**config.mk**
```make
export PLATFORM = sky130hd
export DESIGN_NAME = bus_cycle_sequencer
export DESIGN_NICKNAME = d
export VERILOG_FILES = /design/src/rtl/bus_cycle_sequencer.sv
export SDC_FILE = /design/constraint.sdc
export NUM_CORES = 1
export LEC_CHECK = 0
export ABC_AREA = 1
export ABC_CLOCK_PERIOD_IN_PS = 3000
export CAP_MARGIN = 5
export CORE_MARGIN = 2
export CORE_UTILIZATION = 55
export DETAILED_ROUTE_END_ITERATION = 16
export PLACE_DENSITY_LB_ADDON = 0.12
export SYNTH_ARGS = -nofsm -noshare
export SYNTH_HDL_FRONTEND = slang
export SYNTH_SLANG_ARGS = --single-unit
```
**constraint.sdc**
```tcl
create_clock -name clock -period 3 [get_ports clock]
set_clock_uncertainty 0.15 [all_clocks]
set_input_delay 0.45 -clock clock [delete_from_list [all_inputs] [get_ports clock]]
set_output_delay 0.45 -clock clock [all_outputs]
set_load 0.005 [all_outputs]
```
**src/rtl/bus_cycle_sequencer.sv**
```systemverilog
// bus_cycle_sequencer: queues 8088-style bus requests and plays them out as
// ACTIVE/TAIL/GAP status sequences, with wait states and locked INTA pairs.
module bus_cycle_sequencer #(
    parameter int ADDR_WIDTH  = 20,
    parameter int DATA_WIDTH  = 8,
    parameter int QUEUE_DEPTH = 4,
    parameter int T_STATES    = 4,
    parameter int GAP_CYCLES  = 1
) (
    input  logic                             clock,
    input  logic                             reset_n,
    input  logic                             req_valid,
    output logic                             req_ready,
    input  logic [2:0]                       req_type,
    input  logic [ADDR_WIDTH-1:0]            req_address,
    input  logic [DATA_WIDTH-1:0]            req_data,
    output logic [2:0]                       processor_status,
    output logic                             processor_lock_n,
    output logic [ADDR_WIDTH-1:0]            cpu_address,
    output logic [DATA_WIDTH-1:0]            cpu_data_out,
    output logic                             cpu_data_oe,
    input  logic [DATA_WIDTH-1:0]            cpu_data_in,
    input  logic                             processor_ready,
    output logic                             rsp_valid,
    output logic [DATA_WIDTH-1:0]            rsp_data,
    output logic [$clog2(QUEUE_DEPTH):0]     queue_count,
    output logic                             busy
);
    localparam int PW = $clog2(QUEUE_DEPTH);
    localparam int QW = PW + 1;
    localparam int EW = 3 + ADDR_WIDTH + DATA_WIDTH;
    localparam int CW = $clog2(T_STATES > GAP_CYCLES ? T_STATES : GAP_CYCLES) + 1;
    localparam logic [1:0] IDLE = 2'd0, ACTIVE = 2'd1, TAIL = 2'd2, GAP = 2'd3;

    logic [EW-1:0]         mem [QUEUE_DEPTH];
    logic [PW-1:0]         wr_ptr, rd_ptr;
    logic [QW-1:0]         count;
    logic [1:0]            state;
    logic [CW-1:0]         cnt;
    logic [2:0]            cur_type;
    logic [ADDR_WIDTH-1:0] cur_addr;
    logic [DATA_WIDTH-1:0] cur_data;
    logic                  second;
    logic                  push, pop, on_bus, is_read, is_write, is_halt, is_inta;

    assign req_ready = reset_n && (count < QW'(QUEUE_DEPTH));
    assign push      = req_valid && req_ready;
    assign pop       = (state == IDLE) && (count != '0);
    assign on_bus    = (state == ACTIVE) || (state == TAIL);
    assign is_read   = !cur_type[1];
    assign is_write  = cur_type[1] && !cur_type[0];
    assign is_halt   = cur_type == 3'b011;
    assign is_inta   = cur_type == 3'b000;

    always_ff @(posedge clock) begin
        if (!reset_n) begin
            wr_ptr <= '0;
            rd_ptr <= '0;
            count  <= '0;
        end else begin
            if (push) begin
                mem[wr_ptr] <= {req_type, req_address, req_data};
                wr_ptr      <= wr_ptr + 1'b1;
            end
            if (pop) rd_ptr <= rd_ptr + 1'b1;
            count <= count + QW'(push) - QW'(pop);
        end
    end

    always_ff @(posedge clock) begin
        if (!reset_n) begin
            state    <= IDLE;
            cnt      <= '0;
            cur_type <= 3'b111;
            cur_addr <= '0;
            cur_data <= '0;
            second   <= 1'b0;
            rsp_data <= '0;
        end else begin
            case (state)
                IDLE: if (pop) begin
                    {cur_type, cur_addr, cur_data} <= mem[rd_ptr];
                    second <= 1'b0;
                    cnt    <= '0;
                    // a type-111 entry is simply dropped
                    state  <= (mem[rd_ptr][EW-1 -: 3] == 3'b111) ? IDLE : ACTIVE;
                end
                ACTIVE: if (cnt != CW'(T_STATES - 1)) cnt <= cnt + 1'b1;
                    else if (processor_ready || is_halt) begin
                        state <= TAIL;
                        if (is_read) rsp_data <= cpu_data_in;
                    end
                TAIL: begin
                    state <= GAP;
                    cnt   <= '0;
                end
                default: if (cnt != CW'(GAP_CYCLES - 1)) cnt <= cnt + 1'b1;
                    else if (is_inta && !second) begin
                        state  <= ACTIVE;
                        second <= 1'b1;
                        cnt    <= '0;
                    end else state <= IDLE;
            endcase
        end
    end

    // lock spans both INTA halves, including the gap between them
    assign processor_lock_n = !(is_inta && (on_bus || (state == GAP && !second)));
    assign processor_status = (state == ACTIVE) ? cur_type : 3'b111;
    assign cpu_address      = on_bus ? cur_addr : '0;
    assign cpu_data_oe      = on_bus && is_write;
    assign cpu_data_out     = cpu_data_oe ? cur_data : '0;
    assign rsp_valid        = (state == TAIL) && is_read && (!is_inta || second);
    assign queue_count      = count;
    assign busy             = (state != IDLE) || (count != '0);
endmodule
```
==> results.md, run 1 <==
* Synth warnings at 0
* Final Util at between 60% and 70%
* H-Tree Depth at 4
* Hold Crit Depth at 3
* CTS Root Cell: clkbuf_16
* Vias per cell at 5.31
* Crit path kind: flop to primary output
* I/O pin count at 90
* Remaining DRCs at 0
* Slew margin rel. at 53.9%
* Slew Limit Fails at 0
* Worst reg2reg endpoint: queue_count[2]
* Status: complete, no violations
* # port buffers at 89
* FF-to-FF Start: state[0]
* Worst setup margin at about 98 ps
* Die Area at approximately 14000 sq um
* Starting Density at around 57%
* Final Cell Area at ~8900 sq um
* GRT overflow at 0
* Worst EP required at 2400 ps
* Total CTS buffers at 17
* Die Span X at 119 um
* Final setup viols at 0
* Hold Path End: queue_count[1]
* Most common cell after layout, fill and taps aside: nor2_1
* Gr usage total at around 23%
* R2r setup slk at between 500 and 600 ps
* Peak Freq at 345 MHz
* Fin crit period at 2900 ps
* Final ANT Viol Nets at 0
* Most frequent cells in the layout: nor2_1 (133), edfxtp_1 (124), clkdlybuf4s50_1 (88)
* Vias in the first global route at around 5100
* Fill cells at roughly 970
* Antenna cell count at 0
* Layout cells sized above 1 at roughly 8.6%
* Tightest Pin Transition at roughly 700 ps
* 1st-pass router iterations at 5
* Initial DRC count at 330
* Post-Place Cell Area at approximately 8000 sq um
* Clk slew on worst S/H paths at approximately 60 ps
* Site Rows at slightly above 40
* Sw Ratio at between 30 and 40%
* Netlist cell types at 35
* Crit. End Element: primary output
* Clock Power Share at between 20% and 30%
* CTS Sinks at roughly 180
* Max rail drop VDD at slightly below 0.5 mV
* Max cap viols at 0
* Worst Hold Launch: reset_n
* Crit start category: flop
* Die height at ~120 um
* Syn nets at about 730
* GPL Wtd Cong at approximately 0.84
* Core area at around 13000 sq um
* Vias at between 5000 and 6000
* Worst-Skew Late Latency at 420 ps
* Syn Area/Cell at roughly 11 sq um
* Layout net count at 822
* Deepest clock path buffer count at 2
* Drt total wl at roughly 15000 um
* Setup TNS Final at 0 ps
* Largest net degree at the start of global routing at 68
* Setup bufs post-CTS at 0
* Worst hold path class: primary input to flop
* Final hold vios at 0
* Cell count after synthesis at 676
* Initial antenna violation count at 0
* Syn-to-layout area delta at 22.4%
* CTS tree: built
* Period utilisation layout at between 90% and 100%
* Sequential element share of the synthesized area at between 60% and 70%
* Psw at 2.56 mW
* Layout Cells excl Fill at roughly 950
* CP arrival at 2300 ps
* Seq pwr share at around two fifths
* P_leak at 3.38 nW
* Post-synthesis instance area at roughly 7200 sq um
* R2R depth at 12
* Post-detail-place hpwl at 9030 um
* Crit path max fanout at 8
* Gate power share at around 29%
* Avg WL per Cell at 16.2 um
* Seq cells post-synth at ~180
* Placed insts at a little over 900
* Pwr Density at just under 900 nW/um^2
* Pre-CTS WS at ~330 ps
* RSZ-0062 raised after global routing: no
* First-pass GRT wire length at 24700 um
* Internal at between 5 and 6 mW
synth_stat cells, drive strengths merged:
library cell    n  share of area (%)
nand2          54                2.8
fa              1               0.28
inv            80                4.2
clkinv          1              0.052
dfxtp          54                 15
edfxtp        124                 51
a21oi          23                1.6
o21bai          1               0.16
xor2            1               0.12
a31oi          28                2.4
nand3          10               0.69
buf            22                2.7
nor3            3               0.43
a22oi           1               0.10
ha             14                2.4
clkbuf         12               0.64
o21ai         105                7.3
nand4           2               0.26
nor2          140                7.4
power groups by stage:
stage | combinational (mW) | sequential (mW) | clock, mW
2_1_floorplan | 1.67 | 3.19 | 0
3_3_place_gp | 2.19 | 3.24 | 0
3_5_place_dp | 2.28 | 3.27 | 0
4_1_cts | 2.31 | 3.22 | 2.33
5_1_grt | 2.60 | 3.27 | 2.42
6_report | 2.30 | 3.23 | 2.30
what timing repair did:
action                     in CTS  in global routing
hold endpoints to repair        0                  0
resized for setup               2                  2
setup endpoints to repair       8                  8
pin swaps                       0                  1
hold buffers                    0                  0
metal layers:
| metal | routed length [um] | GRT usage [%] | up-vias |
|---|---|---|---|
| li1 | - | - | 2448 |
| met1 | 6460 | 27.1 | 2432 |
| met2 | 8030 | 40.3 | 138 |
| met3 | 676 | 4.73 | 20 |
| met4 | 233 | 8.71 | 0 |
| met5 | 0 | 0 | - |
stage by stage:
step           power [mW]  hold WS, ps
5_1_grt              8.29          239
6_report             7.83          231
3_5_place_dp         5.55          296
3_3_place_gp         5.44          282
2_1_floorplan        4.86          281
4_1_cts              7.86          214
worst max path at each step:
stage,to,cells after the start,start,slack (ps)
3_5_place_dp,cpu_data_out[7],7,state[1],330
5_1_grt,cpu_data_out[7],7,state[1],20
2_1_floorplan,mem[0][0],4,reset_n,240
6_report,cpu_data_out[7],7,state[1],100
3_3_place_gp,cpu_data_out[7],7,state[0],420
4_1_cts,cpu_data_out[7],7,state[1],20
critical path, stage by stage (launching register included):
cell	delay (ps)
dfxtp_2	370
inv_1	80
ha_1	300
inv_1	90
nor3_2	200
inv_2	160
nor2_1	160
clkdlybuf4s50_1	520
cell type report:
type / instances / area (sq um) / area share [%]
Clock buffer: 22 / 464 / 5.23
Clock inverter: 10 / 156 / 1.76
Inverter: 81 / 312 / 3.51
Multi-Input combinational cell: 383 / 1920 / 21.7
Sequential cell: 178 / 4810 / 54.2
Tap cell: 172 / 215 / 2.43
Timing Repair Buffer: 103 / 991 / 11.2
cells by family after synthesis:
family / after synthesis / share of synthesized area [%]
fa+ha+maj: 15 / 2.69
simple gates: 209 / 11.6
compound gates: 158 / 11.6
buf+inv: 115 / 7.62
xor+xnor: 1 / 0.121
flops: 178 / 66.3
sequential cells by signal (all words and copies together), names as in the netlist, named ones only:
name and cells:
cnt 3, queue_count 3, wr_ptr 2, mem 124
cur_data 8, state 2, rsp_data 8, rd_ptr 2
cur_type 3, cur_addr 20, second 1
Power figures use the tool's default switching activity.
==> run 2, diff against run 1 <==
--- a/config.mk
+++ b/config.mk
@@ -10,5 +10,5 @@
 export CAP_MARGIN = 5
 export CORE_MARGIN = 2
-export CORE_UTILIZATION = 55
+export CORE_UTILIZATION = 49
 export DETAILED_ROUTE_END_ITERATION = 16
 export PLACE_DENSITY_LB_ADDON = 0.12
==> constraint.sdc (replaced) <==
create_clock -name clock -period 3 [get_ports clock]
set_clock_uncertainty 0.15 [all_clocks]
set_input_delay 0.75 -clock clock [delete_from_list [all_inputs] [get_ports clock]]
set_output_delay 0.75 -clock clock [all_outputs]
set_load 0.005 [all_outputs]
==> run 2 against run 1 <==
  * Largest power group unchanged
  * Wire length increased by 0.94%
  * Highest routed layer unchanged
  * Combinational power rose by 3%
  * Worst hold slack improved by 67 ps
  * Via count fell by 0.95%
  * Final area grew 0.18%
  * Maximum frequency shrank 2.9%
==> results.md, run 2 (synthesis results as in run 1) <==
* Status: complete, no violations (unchanged)
* CTS Root Cell: clkbuf_16 (unchanged)
* Crit. End Element: primary output (unchanged)
* Max FFs per register at 124 (unchanged)
* Placed insts at 931 (was 917)
* Layout Cells excl Fill at 969 (was 949)
* Peak Freq at 335 MHz (was 345 MHz)
* Pwr Density at 860 nW/um^2 (was 882 nW/um^2)
* Initial DRC count at 318 (was 330)
* Site Rows at 44 (was 41)
* Core area at 14500 sq um (was 12700 sq um)
* Max rail drop VDD at 0.572 mV (was 0.486 mV)
* I/O pin count at 90 (unchanged)
* H-Tree Depth at 4 (unchanged)
* Antenna cell count at 0 (unchanged)
* # port buffers at 89 (unchanged)
* Vias per cell at 5.15 (was 5.31)
* Vias in the first global route at 4947 (was 5067)
* Gr usage total at 19.9% (was 22.7%)
* Layout cells sized above 1 at 9.68% (was 8.62%)
* Tightest Pin Transition at 699 ps (was 691 ps)
* Total CTS buffers at 17 (unchanged)
* CP arrival at 2090 ps (was 2300 ps)
* Final ANT Viol Nets at 0 (unchanged)
* Worst setup startpoint: state[1] (unchanged)
* Crit path kind: flop to primary output (unchanged)
* Worst hold path class: flop to flop (was primary input to flop)
* Most frequent cells in the layout: nor2_1 (131), edfxtp_1 (124), o21ai_0 (86) (was nor2_1 (133), edfxtp_1 (124), clkdlybuf4s50_1 (88))
* Starting Density at 50.0% (was 57.0%)
* Worst Hold Launch: rsp_data[5] (was reset_n)
* Post-Place Cell Area at 8270 sq um (was 8240 sq um)
* FF-to-FF Start: state[1] (was state[0])
* GRT overflow at 0 (unchanged)
* Fin crit period at 2990 ps (was 2900 ps)
* Final hold vios at 0 (unchanged)
* Remaining DRCs at 0 (unchanged)
* P_leak at 3.42 nW (was 3.38 nW)
* Vias at 4990 (was 5038)
* Largest net degree at the start of global routing at 68 (unchanged)
* Slew margin rel. at 53.3% (was 53.9%)
* Max cap viols at 0 (unchanged)
* Most common cell after layout, fill and taps aside: nor2_1 (unchanged)
* Layout net count at 830 (was 822)
* GPL Wtd Cong at 0.826 (was 0.840)
* Deepest clock path buffer count at 2 (unchanged)
* Post-detail-place hpwl at 9090 um (was 9030 um)
* Biggest regs: mem x124, cur_addr x20 (unchanged)
* R2r setup slk at 740 ps (was 590 ps)
* Crit path max fanout at 21 (was 8)
* Die height at 126 um (was 119 um)
* Worst-Skew Late Latency at 420 ps (about the same)
* 1st-pass router iterations at 4 (was 5)
* Hold buffer count at CTS at 0 (unchanged)
* Slew Limit Fails at 0 (unchanged)
* Clk slew on worst S/H paths at 60 ps (about the same)
* Final Cell Area at 8890 sq um (was 8870 sq um)
* Largest reg by FF count: mem (unchanged)
* First-pass GRT wire length at 24400 um (was 24700 um)
* Avg WL per Cell at 16.0 um (was 16.2 um)
* Period utilisation layout at 99.6% (was 96.7%)
* Initial antenna violation count at 0 (unchanged)
* Syn-to-layout area delta at 22.7% (was 22.4%)
* Die Area at 15800 sq um (was 14100 sq um)
* RSZ-0062 raised after global routing: yes (was no)
* Worst EP required at 2100 ps (was 2400 ps)
* Final setup viols at 0 (unchanged)
* Crit start category: flop (unchanged)
* Setup TNS Final at 0 ps (unchanged)
* CTS tree: built (unchanged)
* Die Span X at 126 um (was 119 um)
* CTS Sinks at 178 (unchanged)
* Drt total wl at 15500 um (was 15400 um)
==> run 2: cell types whose count changed in the layout (fill, tap and decap cells not counted), moves of 2 or more <==
cell	before	now
buf_4	14	22
nor2_1	133	131
clkdlybuf4s50_1	88	81
dlygate4sd2_1	0	7
bufinv_16	4	1
nor2_2	2	4
==> run 2: critical path, stage by stage (launching register included) <==
cell and delay (ps):
dfxtp_2 330, inv_1 80, ha_4 280, buf_4 300, nand2_1 110, inv_1 60, clkdlybuf4s50_1 490
==> run 2: layout make-up <==
| type | count | area [sq um] |
|---|---|---|
| fill | 1150 | 5590 |
| sequential | 178 | 4810 |
| multi-input combinational | 383 | 1950 |
| timing repair buffer | 111 | 1040 |
| clock buffer | 22 | 464 |
| inverter | 81 | 312 |
| tap | 184 | 230 |
| clock inverter | 10 | 83.8 |
==> run 2: final timing paths <==
| check | end | cells past startpoint |
|---|---|---|
| min reg2reg | rsp_data[5] | 2 |
| max | cpu_address[17] | 6 |
| max reg2reg | queue_count[2] | 12 |
| min | rsp_data[5] | 2 |
==> run 2: metal layers <==
metal	part of all wire [%]	global-route usage, %	vias up
li1	-	-	2464
met1	43	23.6	2385
met2	51	35.0	122
met3	4.8	4.54	19
met4	1.5	7.84	0
met5	0	0	-
==> run 2: timing repair <==
action	CTS	global route
endpoints found under the setup margin	30	24
setup buffers	6	0
gates resized for setup	14	1
pin swaps	1	0
==> run 2: power breakdown <==
group / internal (mW) / leakage [nW] / switching, mW
registers: 2.99 / 1.57 / 0.235
logic: 0.888 / 1.59 / 1.48
clock network: 1.18 / 0.261 / 0.868
total: 5.06 / 3.42 / 2.58
==> run 2: per-stage QoR <==
step	setup WS (ps)	util, %	total power [mW]	hold slack [ps]
floorplan	-55.8	-	4.86	281
global placement	214	57.1	5.48	282
detailed placement	75.0	57.1	5.56	291
CTS	0.178	61.3	7.67	301
global route	-76.0	61.4	8.10	326
finish	12.4	61.4	7.64	299
==> run 3, diff against run 2 <==
CORE_MARGIN = 4   (was 2)
==> run 3 against run 2 <==
  * Die area is 6.5% higher
  * Global-route usage is 1.1 points lower
  * Via count is 0.38% higher
  * Combinational power is 2% lower
  * Utilization is 0.11 points higher
  * Highest routed layer unchanged
==> results.md, run 3 (synthesis results as in run 1) <==
* Status: complete, no violations (unchanged)
* CTS Sinks at 178 (unchanged)
* 1st-pass router iterations at 5 (was 4)
* Die height at 130 um (was 126 um)
* Crit path max fanout at 21 (unchanged)
* Post-detail-place hpwl at 9110 um (was 9090 um)
* Period utilisation layout at 96.2% (was 99.6%)
* Psw at 2.52 mW (was 2.58 mW)
* Max rail drop VDD at 0.493 mV (was 0.572 mV)
* Remaining DRCs at 0 (unchanged)
* Worst-Skew Late Latency at 420 ps (about the same)
* Pre-CTS WS at 86.8 ps (was 75.0 ps)
* Vias in the first global route at 4991 (was 4947)
* Initial antenna violation count at 0 (unchanged)
* I/O pin count at 90 (unchanged)
* Clock Power Share at 28.7% (was 26.8%)
* Crit start category: flop (unchanged)
* GRT overflow at 0 (unchanged)
* Site Rows at 44 (unchanged)
* Total CTS buffers at 17 (unchanged)
* Die Area at 16800 sq um (was 15800 sq um)
* Largest reg by FF count: mem (unchanged)
* Final setup viols at 0 (unchanged)
* GPL Wtd Cong at 0.821 (was 0.826)
* Gate power share at 29.9% (was 31.0%)
* Core area at 14500 sq um (about the same)
* Initial DRC count at 231 (was 318)
* Total chip power at 7.79 mW (was 7.64 mW)
* FF+latch area at 4810 sq um (about the same)
* Vias per cell at 5.18 (was 5.15)
* Clk slew on worst S/H paths at 60 ps (about the same)
* # port buffers at 89 (unchanged)
* First-pass GRT wire length at 24200 um (was 24400 um)
* Final ANT Viol Nets at 0 (unchanged)
* Crit. End Element: primary output (unchanged)
* Layout cells sized above 1 at 9.20% (was 9.68%)
* Starting Density at 49.9% (was 50.0%)
* Peak Freq at 346 MHz (was 335 MHz)
* Worst hold path class: flop to flop (unchanged)
* Biggest regs: mem x124, cur_addr x20 (unchanged)
* Die Span X at 130 um (was 126 um)
* Max cap viols at 0 (unchanged)
* CTS tree: built (unchanged)
* Avg WL per Cell at 15.8 um (was 16.0 um)
* Syn-to-layout area delta at 23.4% (was 22.7%)
* Largest net degree at the start of global routing at 68 (unchanged)
* Antenna cell count at 0 (unchanged)
* Most common cell after layout, fill and taps aside: nor2_1 (unchanged)
* Seq pwr share at 41.5% (was 42.2%)
* Worst setup margin at 113 ps (was 12.4 ps)
* Deepest clock path buffer count at 2 (unchanged)
* Fin crit period at 2890 ps (was 2990 ps)
* Slew Limit Fails at 0 (unchanged)
* Most frequent cells in the layout: nor2_1 (132), edfxtp_1 (124), o21ai_0 (86) (was nor2_1 (131), edfxtp_1 (124), o21ai_0 (86))
* Crit path kind: flop to primary output (unchanged)
* Worst EP required at 2100 ps (about the same)
* Drt total wl at 15300 um (was 15500 um)
* CP arrival at 1990 ps (was 2090 ps)
* Internal at 5.27 mW (was 5.06 mW)
* Tightest Pin Transition at 686 ps (was 699 ps)
* H-Tree Depth at 4 (unchanged)
* Gr usage total at 18.8% (was 19.9%)
* CTS Root Cell: clkbuf_16 (unchanged)
* Fill cells at 1174 (was 1150)
* Sw Ratio at 32.4% (was 33.8%)
* Pwr Density at 872 nW/um^2 (was 860 nW/um^2)
* P_leak at 3.44 nW (was 3.42 nW)
* Layout net count at 828 (was 830)
* RSZ-0062 raised after global routing: yes (unchanged)
* Setup TNS Final at 0 ps (unchanged)
* Vias at 5009 (was 4990)
* Final hold vios at 0 (unchanged)
* Multi-input gate area in the final layout at 1940 sq um (was 1950 sq um)
* Slew margin rel. at 54.2% (was 53.3%)
* Max FFs per register at 124 (unchanged)
-- run 3: worst paths after layout --
check	start	end	slack, ps	cells past startpoint
worst min-delay path	rsp_data[0]	rsp_data[0]	290	2
worst min register to register	rsp_data[0]	rsp_data[0]	290	2
worst max register to register	state[0]	queue_count[2]	750	12
worst max-delay path	state[0]	processor_lock_n	110	5
-- run 3: through the flow --
step	instance area (sq um)	hold WS, ps	utilization [%]	cells
after floorplan	7250	281	-	676
after global placement	8290	285	57.0	931
after detailed placement	8290	293	57.0	931
after CTS	8930	302	61.4	967
after global routing	8940	315	61.5	967
final	8940	295	61.5	967
-- run 3: power by group through the flow --
stage,logic [mW],registers (mW),clock network (mW)
2_1_floorplan,1.67,3.19,0
3_3_place_gp,2.21,3.27,0
3_5_place_dp,2.28,3.28,0
4_1_cts,2.35,3.23,2.27
5_1_grt,2.63,3.28,2.37
6_report,2.33,3.23,2.23
-- run 3: cell type report --
type,instances,share of cell area [%]
clock buffers,18,4.80
clock inverters,14,1.89
inverters,81,3.49
multi-input cells,383,21.8
flip-flops and latches,178,53.8
well taps,184,2.58
repair buffers,109,11.7
-- run 3: worst max-delay path, stage by stage (launching register included) --
cell and delay [ps]:
dfxtp_1 330, inv_1 80, ha_4 260, buf_8 170
a22oi_2 200, clkdlybuf4s50_1 530
-- run 3: what timing repair did --
action,4_1_cts,5_1_grt
pin swaps,3,0
setup endpoints to repair,30,4
gates resized for setup,14,3
hold buffers,0,0
cloned,0,0
buffers inserted,4,0
-- run 3: routing by layer --
metal	vias to the layer above	track usage (%)	wire length, um
li1	2468	-	-
met1	2389	22.7	6660
met2	132	32.9	7530
met3	20	3.46	791
met4	0	7.95	273
met5	-	0	0
